===== src/rtl/fft_pkg.sv =====
// Shared types and constants for the FFT butterfly address generator.
package fft_pkg;

  // Default largest transform: 2^10 points, twiddle ROM of 512 entries.
  localparam int FFT_MAX_LOG2N = 10;

  typedef logic [FFT_MAX_LOG2N-1:0] fft_idx_t;
  typedef logic [FFT_MAX_LOG2N-2:0] fft_tw_idx_t;

  typedef enum logic [1:0] {
    IDLE,
    RUN,
    DONE
  } fft_addr_state_e;

  // Schedule selector encodings for dif_i.
  localparam logic DIT = 1'b0;
  localparam logic DIF = 1'b1;

endpackage


===== src/rtl/fft_addr_gen_if.sv =====
// Butterfly descriptor channel: valid/ready handshake plus operand/twiddle indices.
interface fft_addr_gen_if #(
  parameter int MAX_LOG2N = 10
);
  logic                 valid_o;
  logic                 ready_i;
  logic [MAX_LOG2N-1:0] idx_a_o;
  logic [MAX_LOG2N-1:0] idx_b_o;
  logic [MAX_LOG2N-2:0] tw_idx_o;
  logic [3:0]           stage_o;
  logic                 stage_last_o;

  modport master (
    output valid_o, idx_a_o, idx_b_o, tw_idx_o, stage_o, stage_last_o,
    input  ready_i
  );

  modport slave (
    input  valid_o, idx_a_o, idx_b_o, tw_idx_o, stage_o, stage_last_o,
    output ready_i
  );
endinterface


===== src/rtl/fft_bfly_index.sv =====
// Pure combinational map from (stage, butterfly count, size, ordering) to
// operand indices, twiddle index and end-of-stage flag.
module fft_bfly_index
  import fft_pkg::*;
#(
  parameter int MAX_LOG2N = FFT_MAX_LOG2N
) (
  input  logic [3:0]           stage_i,
  input  logic [MAX_LOG2N-1:0] k_i,
  input  logic [3:0]           l_i,
  input  logic                 dif_i,
  output logic [MAX_LOG2N-1:0] idx_a_o,
  output logic [MAX_LOG2N-1:0] idx_b_o,
  output logic [MAX_LOG2N-2:0] tw_idx_o,
  output logic                 last_o
);

  localparam logic [MAX_LOG2N-1:0] ONE    = {{(MAX_LOG2N-1){1'b0}}, 1'b1};
  localparam logic [3:0]           TW_TOP = 4'(MAX_LOG2N - 1);

  logic [3:0]           h;
  logic [MAX_LOG2N-1:0] half;
  logic [MAX_LOG2N-1:0] j;
  logic [MAX_LOG2N-1:0] g;
  logic [MAX_LOG2N-1:0] a;
  logic [MAX_LOG2N-1:0] n_half;

  // Split k into group and in-group offset around the current half span.
  always_comb begin
    h        = (dif_i == DIF) ? (l_i - 4'd1 - stage_i) : stage_i;
    half     = ONE << h;
    j        = k_i & (half - ONE);
    g        = k_i >> h;
    a        = (g << (h + 4'd1)) | j;
    n_half   = ONE << (l_i - 4'd1);
    idx_a_o  = a;
    idx_b_o  = a + half;
    // j < half <= N_max/2, so the scaled twiddle always fits the ROM index.
    tw_idx_o = j[MAX_LOG2N-2:0] << (TW_TOP - h);
    last_o   = (k_i == (n_half - ONE));
  end

endmodule


===== src/rtl/fft_addr_gen.sv =====
// Stage/butterfly sequencer for an in-place radix-2 FFT; emits one
// registered descriptor per accepted handshake.
module fft_addr_gen
  import fft_pkg::*;
#(
  parameter int MAX_LOG2N = FFT_MAX_LOG2N
) (
  input  logic           clk_i,
  input  logic           rst_ni,
  input  logic           start_i,
  input  logic           dif_i,
  input  logic [3:0]     log2n_i,
  input  logic           abort_i,
  output logic           busy_o,
  output logic           done_o,
  fft_addr_gen_if.master desc
);

  localparam logic [3:0]           L_MAX = 4'(MAX_LOG2N);
  localparam logic [MAX_LOG2N-1:0] K_ONE = {{(MAX_LOG2N-1){1'b0}}, 1'b1};

  fft_addr_state_e      state_q, state_d;
  logic [3:0]           s_q, s_d;
  logic [3:0]           l_q, l_d;
  logic [MAX_LOG2N-1:0] k_q, k_d;
  logic                 dif_q, dif_d;

  logic                 valid_q, valid_d;
  logic [MAX_LOG2N-1:0] idx_a_q, idx_a_d;
  logic [MAX_LOG2N-1:0] idx_b_q, idx_b_d;
  logic [MAX_LOG2N-2:0] tw_q, tw_d;
  logic [3:0]           stage_q, stage_d;
  logic                 last_q, last_d;

  logic [MAX_LOG2N-1:0] nx_a, nx_b;
  logic [MAX_LOG2N-2:0] nx_tw;
  logic                 nx_last;
  logic                 accept;
  logic                 final_acc;

  assign accept    = valid_q & desc.ready_i;
  assign final_acc = accept & last_q & (s_q == (l_q - 4'd1));

  // Descriptor for the next counter values; registered below so outputs
  // change only on acceptance and hold during stalls.
  fft_bfly_index #(.MAX_LOG2N(MAX_LOG2N)) u_index (
    .stage_i  (s_d),
    .k_i      (k_d),
    .l_i      (l_d),
    .dif_i    (dif_d),
    .idx_a_o  (nx_a),
    .idx_b_o  (nx_b),
    .tw_idx_o (nx_tw),
    .last_o   (nx_last)
  );

  // State and output registers; reset discards any transform in flight.
  always_ff @(posedge clk_i or negedge rst_ni) begin
    if (!rst_ni) begin
      state_q <= IDLE;
      s_q     <= '0;
      l_q     <= '0;
      k_q     <= '0;
      dif_q   <= 1'b0;
      valid_q <= 1'b0;
      idx_a_q <= '0;
      idx_b_q <= '0;
      tw_q    <= '0;
      stage_q <= '0;
      last_q  <= 1'b0;
    end else begin
      state_q <= state_d;
      s_q     <= s_d;
      l_q     <= l_d;
      k_q     <= k_d;
      dif_q   <= dif_d;
      valid_q <= valid_d;
      idx_a_q <= idx_a_d;
      idx_b_q <= idx_b_d;
      tw_q    <= tw_d;
      stage_q <= stage_d;
      last_q  <= last_d;
    end
  end

  // Next state and counters; abort beats both start and acceptance.
  always_comb begin
    state_d = state_q;
    s_d     = s_q;
    k_d     = k_q;
    l_d     = l_q;
    dif_d   = dif_q;
    case (state_q)
      IDLE: begin
        if (!abort_i && start_i) begin
          l_d     = (log2n_i > L_MAX) ? L_MAX : log2n_i;
          dif_d   = dif_i;
          s_d     = 4'd0;
          k_d     = '0;
          state_d = (l_d == 4'd0) ? DONE : RUN;
        end
      end
      RUN: begin
        if (abort_i) begin
          state_d = IDLE;
        end else if (final_acc) begin
          state_d = DONE;
        end else if (accept) begin
          if (last_q) begin
            s_d = s_q + 4'd1;
            k_d = '0;
          end else begin
            k_d = k_q + K_ONE;
          end
        end
      end
      DONE:    state_d = IDLE;
      default: state_d = IDLE;
    endcase
  end

  // Output decode: descriptor fields are zero whenever nothing is offered.
  always_comb begin
    valid_d = (state_d == RUN);
    idx_a_d = '0;
    idx_b_d = '0;
    tw_d    = '0;
    stage_d = '0;
    last_d  = 1'b0;
    if (valid_d) begin
      idx_a_d = nx_a;
      idx_b_d = nx_b;
      tw_d    = nx_tw;
      stage_d = s_d;
      last_d  = nx_last;
    end
    busy_o = (state_q != IDLE);
    done_o = (state_q == DONE);
  end

  assign desc.valid_o      = valid_q;
  assign desc.idx_a_o      = idx_a_q;
  assign desc.idx_b_o      = idx_b_q;
  assign desc.tw_idx_o     = tw_q;
  assign desc.stage_o      = stage_q;
  assign desc.stage_last_o = last_q;

endmodule


===== src/flat_wrapper.sv =====
// flat-port wrapper written by rule: the top's interface ports become plain ports
module fft_addr_gen_flat import fft_pkg::*;
#(
  parameter int MAX_LOG2N = FFT_MAX_LOG2N
)
  (clk_i, rst_ni, start_i, dif_i, log2n_i, abort_i, busy_o, done_o, desc_valid_o, desc_idx_a_o, desc_idx_b_o, desc_tw_idx_o, desc_stage_o, desc_stage_last_o, desc_ready_i);
  fft_addr_gen_if #(.MAX_LOG2N(MAX_LOG2N)) desc_i ();
  input  logic clk_i;
  input  logic rst_ni;
  input  logic start_i;
  input  logic dif_i;
  input  logic [3:0] log2n_i;
  input  logic abort_i;
  output logic busy_o;
  output logic done_o;
  output wire logic [$bits(desc_i.valid_o)-1:0] desc_valid_o;
  output wire logic [$bits(desc_i.idx_a_o)-1:0] desc_idx_a_o;
  output wire logic [$bits(desc_i.idx_b_o)-1:0] desc_idx_b_o;
  output wire logic [$bits(desc_i.tw_idx_o)-1:0] desc_tw_idx_o;
  output wire logic [$bits(desc_i.stage_o)-1:0] desc_stage_o;
  output wire logic [$bits(desc_i.stage_last_o)-1:0] desc_stage_last_o;
  input wire logic [$bits(desc_i.ready_i)-1:0] desc_ready_i;
  assign desc_valid_o = desc_i.valid_o;
  assign desc_idx_a_o = desc_i.idx_a_o;
  assign desc_idx_b_o = desc_i.idx_b_o;
  assign desc_tw_idx_o = desc_i.tw_idx_o;
  assign desc_stage_o = desc_i.stage_o;
  assign desc_stage_last_o = desc_i.stage_last_o;
  assign desc_i.ready_i = desc_ready_i;
  fft_addr_gen #(.MAX_LOG2N(MAX_LOG2N)) u_core (.clk_i(clk_i), .rst_ni(rst_ni), .start_i(start_i), .dif_i(dif_i), .log2n_i(log2n_i), .abort_i(abort_i), .busy_o(busy_o), .done_o(done_o), .desc(desc_i));
endmodule

===== config.mk =====
export PLATFORM = sky130hd
export DESIGN_NAME = fft_addr_gen_flat
export DESIGN_NICKNAME = d
export VERILOG_FILES = /design/src/rtl/fft_pkg.sv /design/src/rtl/fft_addr_gen_if.sv /design/src/rtl/fft_bfly_index.sv /design/src/rtl/fft_addr_gen.sv /design/src/flat_wrapper.sv
export SDC_FILE = /design/constraint.sdc
export NUM_CORES = 1
export LEC_CHECK = 0
export ABC_AREA = 1
export CAP_MARGIN = 20
export CORE_MARGIN = 2
export CORE_UTILIZATION = 53
export DETAILED_ROUTE_END_ITERATION = 6
export HOLD_SLACK_MARGIN = 0.1
export PLACE_DENSITY = 0.79
export SLEW_MARGIN = 0
export SYNTH_ARGS = -nofsm -noshare
export SYNTH_HDL_FRONTEND = slang
export SYNTH_SLANG_ARGS = --single-unit

===== constraint.sdc =====
create_clock -name clk_i -period 5.6 [get_ports clk_i]
set_clock_uncertainty 0.1 [all_clocks]
set_input_delay 1.68 -clock clk_i [delete_from_list [all_inputs] [get_ports clk_i]]
set_output_delay 1.68 -clock clk_i [all_outputs]
set_load 0.05 [all_outputs]

==> results of run 1 <==
==> layout make-up <==
class,count,area [µm²],area share [%]
inverter,106,413,5.17
sequential,56,1400,17.6
tap,111,139,1.74
multi-input combinational,599,3650,45.7
timing repair buffer,277,2290,28.7
clock inverter,3,25.0,0.313
clock buffer,5,68.8,0.862
==> metal layers <==
metal  vias up  part of all wire [%]
li1       3044                     -
met1      3354                    34
met2       817                    41
met3       357                    14
met4         0                    10
met5         -                     0
==> kinds of logic after synthesis <==
logic type,count (synthesis)
buf+inv,120
simple gates,473
flops,56
compound gates,83
fa+ha+maj,26
xor+xnor,17
==> layout by cell type, fill, tap and decap left out, drive strengths merged, types with 8 or more instances in the layout <==
cell type,synthesis,final
a21oi,32,32
clkbuf,5,8
dfrtp,56,56
xor2,10,10
nand2,247,247
inv,105,107
ha,24,24
clkdlybuf4s50,0,38
nor2,83,83
nor3,8,8
buf,9,234
nand3,104,104
nand4,18,18
o21ai,35,35
==> cells in the mapped netlist (3+ instances only) <==
cell type | instances | share of area, %
a21oi_1 | 32 | 3.2
a31oi_1 | 3 | 0.38
buf_2 | 4 | 0.40
clkbuf_1 | 5 | 0.38
dfrtp_1 | 56 | 28
ha_1 | 24 | 6.0
inv_1 | 89 | 6.7
inv_2 | 16 | 1.2
nand2_1 | 233 | 18
nand2_2 | 12 | 1.5
nand3_1 | 98 | 9.8
nand3_2 | 6 | 1.2
nand3b_1 | 3 | 0.45
nand4_1 | 18 | 2.3
nor2_1 | 69 | 5.2
nor2_2 | 7 | 0.88
nor2_4 | 6 | 1.4
nor3_1 | 8 | 0.80
o211ai_1 | 4 | 0.60
o21ai_0 | 19 | 1.9
o21ai_1 | 14 | 1.4
or2_1 | 5 | 0.63
xnor2_1 | 6 | 1.1
xor2_1 | 9 | 1.6
==> flip-flops by register name (all words and copies together), names as in the netlist <==
name and count:
u_core.desc.valid_o 1, u_core.desc.idx_a_o 10, u_core.s_q 4, u_core.state_q 2, u_core.desc.stage_o 4, u_core.k_q 10
u_core.l_q 4, u_core.desc.stage_last_o 1, u_core.dif_q 1, u_core.desc.tw_idx_o 9, u_core.desc.idx_b_o 10
==> timing repair <==
action,4_1_cts,5_1_grt
setup endpoints to repair,9,10
resized for setup,69,59
buffers inserted,48,16
pin swaps,52,42
==> per-stage QoR <==
stage | hold slack [ns] | std cells
finish | 0.658 | 1157
global route | 0.669 | 1157
detailed placement | 0.461 | 1089
CTS | 0.486 | 1144
global placement | 0.442 | 1089
floorplan | 0.402 | 775
==> power by group through the flow <==
stage / registers, mW / logic, mW / clock network [mW]
2_1_floorplan: 0.756 / 1.27 / 0
3_3_place_gp: 0.530 / 2.52 / 0
3_5_place_dp: 0.535 / 2.59 / 0
4_1_cts: 0.527 / 2.83 / 0.246
5_1_grt: 0.543 / 3.54 / 0.265
6_report: 0.537 / 3.42 / 0.254
==> worst reg2reg max path: cells and delay by family, from the launching register on <==
kind | cells | cell delay (ns)
AO/OA/AOI/OAI | 4 | 0.58
flip-flops | 1 | 0.42
adder cells (fa/ha/maj) | 4 | 1.26
buffers and inverters | 13 | 1.03
AND/OR/NAND/NOR | 26 | 3.08
==> worst paths after layout <==
kind	endpoint	from
worst max-delay path	u_core.desc.idx_b_o[7]	log2n_i[3]
worst min-delay path	u_core.l_q[3]	u_core.l_q[3]
worst max register to register	u_core.desc.idx_b_o[7]	u_core.l_q[0]
worst min register to register	u_core.l_q[3]	u_core.l_q[3]
max in group asynchronous	u_core.desc.idx_b_o[8]	rst_ni
min in group asynchronous	u_core.desc.stage_o[1]	rst_ni
==> flow_metrics.py, run 1 <==
metrics = {
    "run_status": {
        "status": "finished, violations left",
        "violations": "DRC, setup timing",
    },
    "die": {
        "fp.dieArea_um2": 10200,
        "core_area_um2": 9200,
        "die_x_um": 101,
        "initial_core_util_pct": 54.3,
        "io_pins": 47,
        "die_height_um": 101,
        "row_count": 35,
    },
    "grt": {
        "grt_use_met3_pct": 9.02,
        "grt_use_met1_pct": 53.4,
        "met2_usage_pct": 67.7,
        "grt_max_degree": 57,
        "grt_pass1_wl_mm": 33.7,
        "grt-busiest-layer": "met2",
        "first_global_vias": 6761,
        "track_usage_pct": 42.4,
        "gr-total-overflow": 0,
        "antenna_found_initial": 1,
    },
    "timing": {
        "fin_ws_ns": -1.35,
        "worstMarginPinSlew_ns": 0.778,
        "rsz0062_at_grt": "true",
        "maxSlewViolCount": 0,
        "maxSlewHeadroom_pct": 48.1,
        "fin_crit_sh_pct": 124,
        "hold_viol": 0,
        "min_period_ns": 6.95,
        "max_clock_freq_mhz": 144,
        "setup_violations": 9,
        "fin_tns_setup_ns": -7.15,
    },
    "yosys": {
        "synth_area_per_cell_um2": 6.44,
        "synth_xor_area_share_pct": 3.28,
        "synth_edf_count": 0,
        "ys_seq_elements": 56,
        "synth_nets": 811,
        "synthAdderAreaFrac_pct": 6.82,
        "yosys.area_share.simple_pct": 43.1,
        "synth_top_family_by_area": "simple AND/OR/NAND/NOR gates",
        "yosys_warnings": 0,
        "mappedNetlistArea_um2": 4990,
        "seq_area_frac_synth_pct": 28.1,
        "synthArstFlopShare_pct": 100,
        "synthFlopType": "dfrtp_1",
        "synth_compound_area_share_pct": 9.30,
        "synth.distinct_cells": 44,
        "synthMuxAreaShare_pct": 0,
        "syn-instance-count": 775,
    },
    "worst_setup_path": {
        "critPathMostFrequentCell": "inv_2",
        "cp_max_fo": 4,
        "cp_num_cells": 45,
        "worst-path-buf-inv": 13,
        "slowest_stage": "clkdlybuf4s15_1",
        "slowest_delay_ns": 0.26,
        "reg2regPathDepth": 47,
        "startpoint_type": "input port",
        "reg2reg_slack_ns": -0.95,
        "cp.arrival_ns": 7.13,
        "required_ns": 5.77,
        "worst_setup_path_end_kind": "flop",
        "path_class": "input port to flop",
        "critPathTopFamily": "simple AND/OR/NAND/NOR gates",
    },
    "cells_and_area": {
        "antenna_cells": 0,
        "fin_nets": 1081,
        "n_fill_cell": 463,
        "drive_gt1_share_pct": 37.2,
        "syn2layout_area_growth_pct": 59.9,
        "finish.instance_area_um2": 7980,
        "fin_util_pct": 86.8,
    },
    "routing": {
        "drt_iter0_drc": 1434,
        "vias_per_cell": 6.54,
        "drc_errors": 312,
        "wire_per_inst_um": 22.4,
        "vias": 7572,
        "firstDrtPassIters": 7,
        "routed_wl_mm": 25.9,
        "ant_nets": 0,
    },
    "hold_path": {
        "min_path_type": "flop to flop",
        "hold_depth": 4,
    },
    "cts": {
        "path_clk_slew_ns": 0.13,
        "cts_buffers": 5,
        "clk_path_buf_depth": 2,
        "h-tree-depth": 2,
        "cts_tree": "built",
        "clock_tree.root_cell": "clkbuf_8",
        "clk_latency_ns": 0.34,
        "postCtsHoldBufs": 0,
        "cts_sinks": 56,
    },
    "placement": {
        "globalplace.congestion": 0.953,
        "dp_hpwl_mm": 14.0,
        "preCtsSetupSlack_ns": -1.58,
        "io_buffers": 46,
        "place_area_um2": 7040,
    },
    "pwr": {
        "pwr-share-comb_pct": 81.2,
        "power.leakage_nw": 4.19,
        "finalPower_mw": 4.21,
        "vdd_drop_max_mv": 0.492,
        "internal_power_mw": 1.94,
        "power_frac_seq_pct": 12.8,
        "pwr_density_cell_nw_per_um2": 527,
        "p_sw_share_pct": 53.9,
        "p_clk_share_pct": 6.0,
        "p_sw_mw": 2.27,
    },
    "flow_run": {
        "cap_viol_max_count": 0,
    },
}
(Power assumes the default switching activity.)
==> run 2, diff against run 1 <==
- SKIP_CTS_REPAIR_TIMING: default -> 1
==> flow_metrics.py, run 2 (synthesis gave the netlist of run 1 again) <==
metrics = {
    "grt": {
        "track_usage_pct": 34.8,
        "grt_max_degree": 57,
        "grt_pass1_wl_mm": 28.0,
        "first_global_vias": 5864,
        "antenna_found_initial": 0,
        "gr-total-overflow": 0,
    },
    "timing": {
        "fin_tns_setup_ns": -4.60,
        "min_period_ns": 6.77,
        "maxSlewHeadroom_pct": 49.2,
        "maxSlewViolCount": 0,
        "holdWs_ns": 0.541,
        "fin_ws_ns": -1.17,
        "hold_viol": 0,
        "worstMarginPinSlew_ns": 0.762,
        "max_clock_freq_mhz": 148,
        "fin_crit_sh_pct": 121,
        "rsz0062_at_grt": "true",
        "setup_violations": 9,
    },
    "routing": {
        "drt_iter0_drc": 964,
        "ant_nets": 0,
        "drc_errors": 0,
        "wire_per_inst_um": 19.1,
        "routed_wl_mm": 21.5,
        "vias": 6853,
        "vias_per_cell": 6.06,
        "firstDrtPassIters": 6,
    },
    "cells_and_area": {
        "fin_util_pct": 85.1,
        "n_fill_cell": 505,
        "final_cells": 1130,
        "fin_nets": 1054,
        "mostFrequentLayoutCells": "205 x nand2_1, 189 x buf_4, 92 x nand3_1",
        "antenna_cells": 0,
        "finish.instance_area_um2": 7830,
        "layout_commonest_cell": "nand2_1",
        "syn2layout_area_growth_pct": 56.9,
        "drive_gt1_share_pct": 35.8,
    },
    "placement": {
        "io_buffers": 46,
        "preCtsSetupSlack_ns": -1.58,
        "dp_cells": 1089,
        "dp_hpwl_mm": 14.0,
        "place_area_um2": 7040,
        "globalplace.congestion": 0.953,
    },
    "hold_path": {
        "hold_depth": 2,
        "min_to": "u_core.l_q[2]",
        "min_path_type": "flop to flop",
        "holdCritStartpoint": "u_core.l_q[2]",
    },
    "worst_setup_path": {
        "r2r_end": "u_core.desc.idx_b_o[9]",
        "worst_setup_path_end_kind": "flop",
        "startpoint_type": "input port",
        "slowest_delay_ns": 0.30,
        "reg2regPathDepth": 45,
        "cp.arrival_ns": 6.89,
        "critPathMostFrequentCell": "nand2_1",
        "regToRegStartpoint": "u_core.l_q[0]",
        "cp_max_fo": 6,
        "reg2reg_slack_ns": -0.49,
        "required_ns": 5.72,
        "path_class": "input port to flop",
        "slowest_stage": "or2_1",
    },
    "die": {
        "io_pins": 47,
        "initial_core_util_pct": 54.3,
        "die_height_um": 101,
        "row_count": 35,
        "die_x_um": 101,
        "core_area_um2": 9200,
        "fp.dieArea_um2": 10200,
    },
    "cts": {
        "clk_path_buf_depth": 2,
        "cts_tree": "built",
        "clk_latency_ns": 0.33,
        "h-tree-depth": 2,
        "path_clk_slew_ns": 0.11,
        "clock_tree.root_cell": "clkbuf_8",
        "cts_sinks": 56,
        "cts_buffers": 5,
    },
    "pwr": {
        "p_sw_share_pct": 51.5,
        "pwr-share-comb_pct": 81.0,
        "power.leakage_nw": 4.10,
        "power_frac_seq_pct": 13.0,
        "p_sw_mw": 2.10,
        "vdd_drop_max_mv": 0.503,
        "finalPower_mw": 4.09,
        "pwr_density_cell_nw_per_um2": 522,
        "internal_power_mw": 1.98,
        "p_clk_share_pct": 6.1,
    },
    "run_status": {
        "violations": "setup timing",
        "status": "finished, violations left",
    },
    "flow_run": {
        "cap_viol_max_count": 0,
    },
}
run 2: changes by cell type in the layout (fill, tap and decap cells not counted), sizes merged:
cell,previous run,this run
dlymetal6s2s,0,5
clkdlybuf4s15,1,0
buf,234,205
clkbuf,8,7
dlygate4sd2,1,0
run 2: routing by layer:
layer  up-vias  GRT usage, %  wire length [µm]
met5         -             0                 0
met4         0          11.6              1510
met3       184          6.24              2370
met2       596          55.2              9670
met1      3080          48.0              7990
li1       2993             -                 -
run 2: worst max path at each step:
stage | startpoint | end | slack, ns | cells after the start
5_1_grt | abort_i | u_core.desc.idx_b_o[9] | -1.45 | 44
3_3_place_gp | abort_i | u_core.desc.idx_b_o[9] | -1.31 | 46
4_1_cts | abort_i | u_core.desc.idx_b_o[8] | -1.26 | 35
2_1_floorplan | abort_i | u_core.desc.idx_b_o[9] | -0.57 | 44
6_report | abort_i | u_core.desc.idx_b_o[9] | -1.17 | 44
3_5_place_dp | abort_i | u_core.desc.idx_b_o[8] | -1.58 | 35
run 2: worst max-delay path, delay by kind of cell:
family	cells	cell delay [ns]
simple gates	29	3.50
buf+inv	8	0.58
compound gates	4	0.56
fa+ha+maj	2	0.43
xor+xnor	1	0.16
run 2: final cells by class:
class | count | area, µm² | share of cell area, %
multi-input combinational | 599 | 3670 | 46.9
clock inverter | 3 | 25.0 | 0.320
tap | 111 | 139 | 1.77
sequential | 56 | 1400 | 17.9
clock buffer | 5 | 68.8 | 0.879
timing repair buffer | 250 | 2100 | 26.9
inverter | 106 | 418 | 5.34
run 2: power by group through the flow:
stage	Combinational (mW)	Sequential, mW	Clock [mW]
6_report	3.31	0.531	0.248
4_1_cts	2.61	0.526	0.246
5_1_grt	3.48	0.536	0.265
2_1_floorplan	1.27	0.756	0
3_3_place_gp	2.52	0.530	0
3_5_place_dp	2.59	0.535	0
==> run 3, diff against run 2 <==
- CORE_UTILIZATION: 53 -> 30
- PLACE_DENSITY: 0.79 -> 0.5
==> flow_metrics.py, run 3 (synthesis gave the netlist of run 1 again) <==
metrics = {
    "run_status": {
        "status": "finished, violations left",
        "violations": "setup timing",
    },
    "die": {
        "row_count": 47,
        "die_height_um": 133,
        "initial_core_util_pct": 30.4,
        "fp.dieArea_um2": 17700,
        "core_area_um2": 16400,
        "die_x_um": 133,
        "io_pins": 47,
    },
    "cells_and_area": {
        "mostFrequentLayoutCells": "210 x nand2_1, 196 x buf_4, 91 x nand3_1",
        "fin_util_pct": 47.2,
        "seq_area_um2": 1400,
        "antenna_cells": 0,
        "layout_commonest_cell": "nand2_1",
        "finish.instance_area_um2": 7740,
        "fin_nets": 1051,
        "n_fill_cell": 1665,
        "syn2layout_area_growth_pct": 55.2,
        "multi_input_area_um2": 3500,
        "drive_gt1_share_pct": 33.1,
    },
    "routing": {
        "wire_per_inst_um": 14.0,
        "route.met2.wl_mm": 7.26,
        "vias_per_cell": 4.62,
        "drt-met1-wl_mm": 9.05,
        "drt_iter0_drc": 408,
        "ant_nets": 0,
        "routed_wl_mm": 17.3,
        "top_layer": "met4",
        "drc_errors": 0,
        "vias": 5706,
        "firstDrtPassIters": 6,
        "dr_wl_met3_um": 709,
    },
    "cts": {
        "clock_tree.root_cell": "clkbuf_16",
        "cts_buffers": 5,
        "clk_path_buf_depth": 2,
        "path_clk_slew_ns": 0.07,
        "clk_latency_ns": 0.31,
        "cts_tree": "built",
        "cts_sinks": 56,
        "h-tree-depth": 2,
    },
    "timing": {
        "hold_viol": 0,
        "maxSlewViolCount": 0,
        "max_clock_freq_mhz": 156,
        "setup_violations": 6,
        "fin_crit_sh_pct": 115,
        "rsz0062_at_grt": "true",
        "fin_ws_ns": -0.831,
        "worstMarginPinSlew_ns": 0.660,
        "maxSlewHeadroom_pct": 56.0,
        "min_period_ns": 6.43,
    },
    "pwr": {
        "power.leakage_nw": 4.09,
        "vdd_drop_max_mv": 0.188,
        "pwr_density_cell_nw_per_um2": 471,
    },
    "grt": {
        "first_global_vias": 5387,
        "track_usage_pct": 20.0,
        "antenna_found_initial": 0,
        "grt_pass1_wl_mm": 28.1,
        "grt_max_degree": 31,
        "gr-total-overflow": 0,
    },
    "worst_setup_path": {
        "required_ns": 5.70,
        "path_class": "input port to flop",
        "crit_start": "abort_i",
        "critPathMostFrequentCell": "nand2_2",
        "endpoint": "u_core.desc.idx_b_o[9]",
        "slowest_stage": "or2_4",
        "regToRegStartpoint": "u_core.l_q[0]",
        "slowest_delay_ns": 0.23,
        "reg2regPathDepth": 47,
        "reg2reg_slack_ns": -0.13,
        "cp.arrival_ns": 6.53,
        "startpoint_type": "input port",
        "cp_max_fo": 6,
        "worst_setup_path_end_kind": "flop",
        "r2r_end": "u_core.desc.idx_b_o[9]",
    },
    "placement": {
        "globalplace.congestion": 0.925,
        "io_buffers": 46,
        "dp_hpwl_mm": 13.9,
        "place_area_um2": 7280,
    },
    "flow_run": {
        "cap_viol_max_count": 0,
    },
    "hold_path": {
        "hold_depth": 2,
        "min_path_type": "flop to flop",
    },
}
-- run 3: area by class of cell --
class | instances | share of cell area (%)
sequential | 56 | 18.1
multi-input combinational | 599 | 45.2
clock buffer | 5 | 1.62
timing repair buffer | 247 | 26.0
clock inverter | 3 | 0.275
inverter | 106 | 5.30
tap | 220 | 3.55
-- run 3: worst min path at each step --
stage	startpoint	end	slack (ns)
2_1_floorplan	u_core.l_q[2]	u_core.l_q[2]	0.40
3_3_place_gp	u_core.l_q[2]	u_core.l_q[2]	0.47
3_5_place_dp	u_core.l_q[2]	u_core.l_q[2]	0.46
4_1_cts	u_core.l_q[2]	u_core.l_q[2]	0.48
5_1_grt	u_core.l_q[2]	u_core.l_q[2]	0.50
6_report	u_core.l_q[2]	u_core.l_q[2]	0.46
-- run 3: metal layers --
metal | vias to the layer above | global-route usage [%]
met5 | - | 0
met1 | 2590 | 31.1
li1 | 2993 | -
met3 | 14 | 2.53
met4 | 0 | 4.96
met2 | 109 | 29.0
-- run 3: stage by stage --
stage	power (mW)	TNS [ns]	setup slack, ns	hold slack, ns	instances
2_1_floorplan	2.02	-0.998	-0.573	0.402	775
3_3_place_gp	3.17	-10.53	-1.45	0.466	1215
3_5_place_dp	3.16	-11.71	-1.56	0.457	1215
4_1_cts	3.51	-6.12	-1.25	0.475	1223
5_1_grt	3.95	-4.55	-1.25	0.500	1236
6_report	3.65	-2.23	-0.831	0.455	1236
-- run 3: power breakdown --
part	total [mW]	internal (mW)	switching, mW
Combinational	2.79	1.25	1.55
Sequential	0.525	0.486	0.0384
Clock	0.329	0.167	0.162
-- run 3: critical path, delay by kind of cell --
kind	cells	cell delay [ns]
AND/OR/NAND/NOR	27	2.61
buffers and inverters	8	0.56
XOR/XNOR	1	0.13
AO/OA/AOI/OAI	7	0.94
adder cells (fa/ha/maj)	3	0.58
